===== config.mk =====
export PLATFORM = sky130hd
export DESIGN_NAME = sr_latch_exerciser
export DESIGN_NICKNAME = d
export VERILOG_FILES = /design/src/rtl/sr_latch_exerciser.sv
export SDC_FILE = /design/constraint.sdc
export NUM_CORES = 1
export LEC_CHECK = 0
export BUFFER_PORTS_ARGS = -buffer_cell sky130_fd_sc_hd__buf_2
export CORE_MARGIN = 4
export CORE_UTILIZATION = 55
export CTS_BUF_LIST = sky130_fd_sc_hd__clkbuf_8 sky130_fd_sc_hd__clkbuf_16
export DETAILED_ROUTE_END_ITERATION = 10
export GPL_TIMING_DRIVEN = 0
export PLACE_DENSITY = 0.77
export REMOVE_ABC_BUFFERS = 1
export SYNTH_ARGS = -nofsm -noshare
export SYNTH_HDL_FRONTEND = slang
export SYNTH_SLANG_ARGS = --single-unit

===== constraint.sdc =====
create_clock -name clk -period 7.3 [get_ports clk]
set_input_delay 1.46 -clock clk [delete_from_list [all_inputs] [get_ports clk]]
set_output_delay 1.46 -clock clk [all_outputs]
set_load 0.005 [all_outputs]

===== src/rtl/sr_latch_exerciser.sv =====
// sr_latch_exerciser: drives a gated SR latch through SET/DIS/RESET/HOLD/INVALID and checks its outputs.
// Define SR_INVALID_CHECK_EN to also check (Q,Qn)=(0,0) during the INVALID phase.
module sr_latch_exerciser #(
    parameter int HOLD_CYCLES = 8,
    parameter int SETTLE = 3
) (
    input  logic       clk,
    input  logic       rst_n,
    input  logic       start,
    input  logic       q_in,
    input  logic       qn_in,
    output logic       s_out,
    output logic       r_out,
    output logic       en_out,
    output logic [2:0] phase,
    output logic       busy,
    output logic       done,
    output logic       pass,
    output logic [7:0] err_count
);
    typedef enum logic [2:0] {
        IDLE    = 3'd0,
        SET     = 3'd1,
        DIS     = 3'd2,
        RESET   = 3'd3,
        HOLD    = 3'd4,
        INVALID = 3'd5,
        DONE    = 3'd6
    } state_t;

    state_t     r_state, w_state_nxt;
    logic [7:0] r_cnt, w_cnt_nxt, w_err_nxt;
    logic       r_q_s1, r_q_s2, r_qn_s1, r_qn_s2;
    logic       w_last, w_chk_st, w_chk, w_mis, w_exp_q, w_exp_qn;

    assign w_last   = r_cnt == 8'(HOLD_CYCLES - 1);
    assign w_exp_q  = r_state == SET || r_state == DIS;
    assign w_exp_qn = r_state == RESET || r_state == HOLD;
`ifdef SR_INVALID_CHECK_EN
    assign w_chk_st = r_state inside {[SET:INVALID]};
`else
    assign w_chk_st = r_state inside {[SET:HOLD]};
`endif
    assign w_chk = w_chk_st && r_cnt == 8'(SETTLE);
    assign w_mis = w_chk && (r_q_s2 != w_exp_q || r_qn_s2 != w_exp_qn);
    assign w_err_nxt = (r_state == IDLE && start) ? 8'd0 :
                       (w_mis && err_count != 8'hFF) ? err_count + 8'd1 : err_count;
    assign phase = r_state;

    always_comb begin
        w_state_nxt = r_state;
        w_cnt_nxt = 8'd0;
        case (r_state)
            IDLE: w_state_nxt = start ? SET : IDLE;
            SET, DIS, RESET, HOLD, INVALID: begin
                w_state_nxt = w_last ? state_t'(r_state + 3'd1) : r_state;
                w_cnt_nxt = w_last ? 8'd0 : r_cnt + 8'd1;
            end
            default: w_state_nxt = IDLE;
        endcase
    end

    // Drives and status are registered from the next state so they align with phase.
    always_ff @(posedge clk or negedge rst_n) begin
        if (!rst_n) begin
            r_state <= IDLE;
            r_cnt <= 8'd0;
            {r_q_s1, r_q_s2, r_qn_s1, r_qn_s2} <= 4'b0;
            {s_out, r_out, en_out, busy, done, pass} <= 6'b0;
            err_count <= 8'd0;
        end else begin
            r_state <= w_state_nxt;
            r_cnt <= w_cnt_nxt;
            {r_q_s1, r_q_s2} <= {q_in, r_q_s1};
            {r_qn_s1, r_qn_s2} <= {qn_in, r_qn_s1};
            en_out <= w_state_nxt inside {SET, RESET, HOLD, INVALID};
            s_out <= w_state_nxt inside {SET, INVALID};
            r_out <= w_state_nxt inside {DIS, RESET, INVALID};
            busy <= w_state_nxt inside {[SET:INVALID]};
            done <= w_state_nxt == DONE;
            err_count <= w_err_nxt;
            if (w_state_nxt == DONE)
                pass <= w_err_nxt == 8'd0;
        end
    end
endmodule


; ---- Yosys cells after proc, flatten, opt, wreduce, memory -nomap -nowiden
; Cells that the tools add are included.
[word_totals]
reg_bits = 29
output_inout_bits = 17
elab_cells = 58
in_bits = 5
[classes]
n_eq_ne = 16
n_mux = 7
n_addsub = 3
n_reduce_logical = 15
order_cmp = 4
[ops]
columns = operator, n
row1 = $mux W8, 4
row2 = $add A8 B1 Y8 const B, 2
row3 = $eq A3 B3 Y1 const B, 5
row4 = $eq A3 B2 Y1 const B, 4
row5 = $eq A8 B2 Y1 const B, 1
row6 = $eq A8 B3 Y1 const B, 1
row7 = $logic_not A8 Y1, 1
row8 = $ne A8 B8 Y1 const B, 1
row9 = $eq A3 B1 Y1 const B, 2
row10 = $ge A3 B1 Y1 const B, 2
row11 = $le A3 B3 Y1 const B, 2
row12 = $logic_and A1 B1 Y1, 6
row13 = $pmux W3 S2, 1
row14 = $reduce_or A5 Y1, 1
row15 = $reduce_bool A4 Y1, 1
row16 = $add A3 B1 Y3 const B, 1
row17 = $logic_not A3 Y1, 1
row18 = $logic_or A1 B1 Y1, 3
row19 = $mux W3, 1
row20 = $reduce_bool A3 Y1, 1
row21 = $ne A1 B1 Y1, 2
row22 = $reduce_bool A2 Y1, 1
row23 = $mux W1, 1

; ---- Logic depth before layout (Yosys ltp)
[depth]
ltp_word = 9
mapped_depth = 9
depth_no_buf = 9

; ---- Worst setup path before layout
; OpenSTA, ideal clock, no wires.
[synth_timing]
path_kind = in2reg
from = in start
to = reg pass
arrival_time_ns = 3.181
setup_time_ns = 0.095
n_path_buf = 1
setup_slack_ns = 4.024
t_required_ns = 7.205
cell_stages = 6
path_cell_list = nand2_1 > or2_2 > dlygate4sd3_1 > o311a_1 > or4_1 > o31ai_1
[synth_between]
elab_chain_cells = 3
elab_cells_between_ends = 6
cone_classes = 1 x eq/ne / 3 x mux / 2 x reduce/logical
[synth_lines]
columns = item, line_no
row1 = start: declaration, 9  ; input logic start,
row2 = $logic_and A1 B1 Y1, 46  ; assign w_err_nxt = (r_state == IDLE && start) ? 8'd0 :
row3 = $mux W8, 46
row4 = net w_err_nxt[6], 32  ; logic [7:0] r_cnt, w_cnt_nxt, w_err_nxt;
row5 = $logic_not A8 Y1, 83  ; pass <= w_err_nxt == 8'd0;
row6 = end signal: assignment, 69  ; {s_out, r_out, en_out, busy, done, pass} <= 6'b0;
row7 = end signal: assignment, 83
row8 = end: declaration, 18  ; output logic pass,
; The timed path passes the listed nets, and every way through them passes these cells.
; A chain may end at the register's enable or synchronous reset.

; ---- Worst setup path in the final report
[layout_timing]
from = reg r_state[0] (netlist: phase[0])
to = reg pass
[layout_between]
elab_chain_cells = 9
elab_cells_between_ends = 26
cone_classes = 1 x add/sub / 2 x order compare / 8 x eq/ne / 4 x mux / 11 x reduce/logical
[layout_lines]
columns = item, line_no
row1 = start: declaration, 31  ; state_t r_state, w_state_nxt;
row2 = start signal: assignment, 72  ; r_state <= w_state_nxt;
row3 = branches (longest 7 deep; another with $ge A3 B1 Y1), --
row4 = $mux W8 (*), 46
row5 = net w_err_nxt[6], 32
row6 = $logic_not A8 Y1 (*), 83
; Mark *: on every way through the listed nets, which the timed path passes.

==> out/metrics.yaml <==
avgSynthCellArea_um2: 10.1
nets: 188
met3_length_um: 151
slew-limit-headroom_pct: 57.7
antenna_found_initial: 0
vias: 1183
synth-edff-count: 0
max_freq_ghz: 0.336
drtIter0Drc: 18
syn_to_final_growth_pct: 12.2
post_cts_resized: 0
place.gp.congestion: 0.806
die_area_um2: 3740
coreArea_um2: 2730
syn_area_um2: 1550
period_needed_ns: 2.98
drive_gt1_share_pct: 23.2
ant_nets: 0
synth_top_area_share_pct: 46.7
cp_num_buf_inv: 1
cts_hold_buf: 0
leakage_nw: 0.854
ir_drop_mv: 0.174
yosysWarnings: 0
setup_viol: 0
antenna_cells: 0
clk_latency_ns: 0.28
setup_tns_ns: 0
worstMarginPinSlew_ns: 0.635
route.met2.wl_mm: 1.45
n_fill_cell: 218
cp.required_ns: 7.49
fp.dieW_um: 61.1
grt_pass1_wl_mm: 5.02
cts_buffers: 5
clockBufferDepth: 2
finalHoldViolations: 0
cts_setup_buffers: 0
top_layer_used: "met4"
regToRegSetupSlack_ns: 4.32
cp.arrival_ns: 3.16
critPathKind: "flip-flop to flip-flop"
ff2ff_path_depth: 9
synthesis.instances: 153
grt_max_degree: 30
place_ws_ns: 4.34
min_delay_path_depth: 0
critical_path.max_stage_delay_ns: 0.54
worst_r2r_endpoint: "pass"
row_count: 19
post-route-period-util_pct: 40.8
fin_cells: 208
ys_top_cells_by_area: "dfrtp_1, nor2_1, xor2_1, ha_1, xnor2_1"
min_to: "r_q_s2"
ys_seq_area_share_pct: 46.7
worstPathCellList: "inv_1 -> ha_1 -> nor2b_1 -> nor4b_1 -> nand2_1 -> or3_1 -> o311a_1 -> or4_1 -> o31ai_1"
start_util_pct: 56.8
cap_violations: 0
powerDensity_nw_per_um2: 247
hold_start: "r_q_s1"
rsz0062_at_grt: "no"
grt_remaining_overflow: 0
drt-met1-wl_mm: 1.39
drt_pass1_iterations: 4
dp_cells: 201
dp_hpwl_mm: 2.14
cp-start-kind: "flip-flop"
finClkSkew_ns: 0.00675
path_clk_slew_ns: 0.06
synth.largest_area_cell: "dfrtp_1"
ys_async_sr_fraction_pct: 100
cts_tree: "done"
yosysUniqueCellTypes: 41
io_pins: 22
track_usage_pct: 18.3
ys_ff_latch: 29
cts.sinks: 29
io_buffers: 21
status: "finished clean"
cp_top_family: "simple AND/OR/NAND/NOR gates"
drc: 0
h-tree-depth: 2
first_global_vias: 1109
crit_fanout: 9
viasPerCell: 5.69
cts_root_buf: "clkbuf_8"
r2r_start: "phase[0]"
drv_slew: 0
min_path_type: "flip-flop to flip-flop"
die_h_um: 61.1
cp-end-kind: "flip-flop"
synth_ff_type: "dfrtp_1"
worst_path_max_delay_cell: "or4_1"
wl_per_cell_um: 14.6
drt_wl_total_mm: 3.04
fin_ws_ns: 4.32
==> cell usage in the layout, fill, tap and decap left out, types with 3 or more instances in the layout <==
| master | instances |
|---|---|
| dfrtp_1 | 29 |
| nor2_1 | 25 |
| nand2_1 | 9 |
| ha_1 | 6 |
| clkbuf_8 | 6 |
| buf_2 | 21 |
| xnor2_1 | 8 |
| mux2i_1 | 4 |
| or2_2 | 3 |
| xor2_1 | 9 |
| nand4_1 | 4 |
| inv_1 | 11 |
| nand3_1 | 7 |
==> registers in the layout, indices dropped and copies added (netlist names) <==
register / count
r_qn_s2: 1
s_out: 1
phase: 3
pass: 1
r_q_s1: 1
busy: 1
r_cnt: 8
en_out: 1
r_out: 1
done: 1
r_qn_s1: 1
r_q_s2: 1
err_count: 8
==> final cells by class <==
class | instances | area [µm²] | share of cell area (%)
multi-input combinational | 110 | 748 | 43.0
sequential | 29 | 726 | 41.7
timing repair buffer | 21 | 105 | 6.03
clock buffer | 6 | 82.6 | 4.74
tap | 31 | 38.8 | 2.23
inverter | 10 | 37.5 | 2.16
clock inverter | 1 | 3.75 | 0.216
==> synthesized netlist by cell type, types with 2 or more instances <==
cell type  instances
or2_2              3
o21ai_0            2
nor4b_1            2
xnor2_1            8
ha_1               6
or3_1              2
nand4_1            4
and3_2             2
o31ai_1            2
dfrtp_1           29
nor2_1            25
inv_1             10
mux2i_1            4
clkbuf_8           2
and3_1             2
nand3_1            7
nand2b_1           2
nand2_1            9
xor2_1             9
nor2b_1            2
==> metrics by stage <==
step	total power (W)	area (µm²)	utilization [%]	hold WS, ns
3_5_place_dp	0.000303	1660	60.5	0.337
3_3_place_gp	0.000297	1660	60.5	0.333
6_report	0.000430	1740	63.7	0.349
4_1_cts	0.000433	1740	63.7	0.350
2_1_floorplan	0.000266	1510	-	0.331
5_1_grt	0.000457	1740	63.7	0.366
==> how the worst max path moves through the flow <==
stage,start,slack [ns],cells after the start,end
6_report,phase[0],4.32,9,pass
5_1_grt,phase[0],4.11,9,pass
4_1_cts,phase[0],4.34,9,pass
3_5_place_dp,phase[0],4.34,9,pass
3_3_place_gp,start,4.40,7,pass
2_1_floorplan,phase[0],4.54,9,pass
==> power breakdown <==
part           leakage, nW  internal [W]  total (W)  switching, W
registers            0.386      0.000180   0.000197     0.0000166
clock network       0.0485     0.0000732   0.000129     0.0000559
logic                0.419     0.0000418   0.000104     0.0000627
==> routing by layer <==
layer | GRT usage, % | up-vias
met5 | 0 | -
met1 | 22.9 | 577
met4 | 8.67 | 0
li1 | - | 571
met3 | 4.19 | 7
met2 | 29.8 | 28
==> logic make-up after synthesis <==
kind of cell | Yosys count | synth area share, %
AO/OA/AOI/OAI | 13 | 7.01
XOR/XNOR | 17 | 9.59
adder cells (fa/ha/maj) | 6 | 4.83
buffers and inverters | 14 | 5.08
flip-flops | 29 | 46.7
multiplexers | 5 | 3.30
AND/OR/NAND/NOR | 69 | 23.4
(Power assumes the default switching activity.)
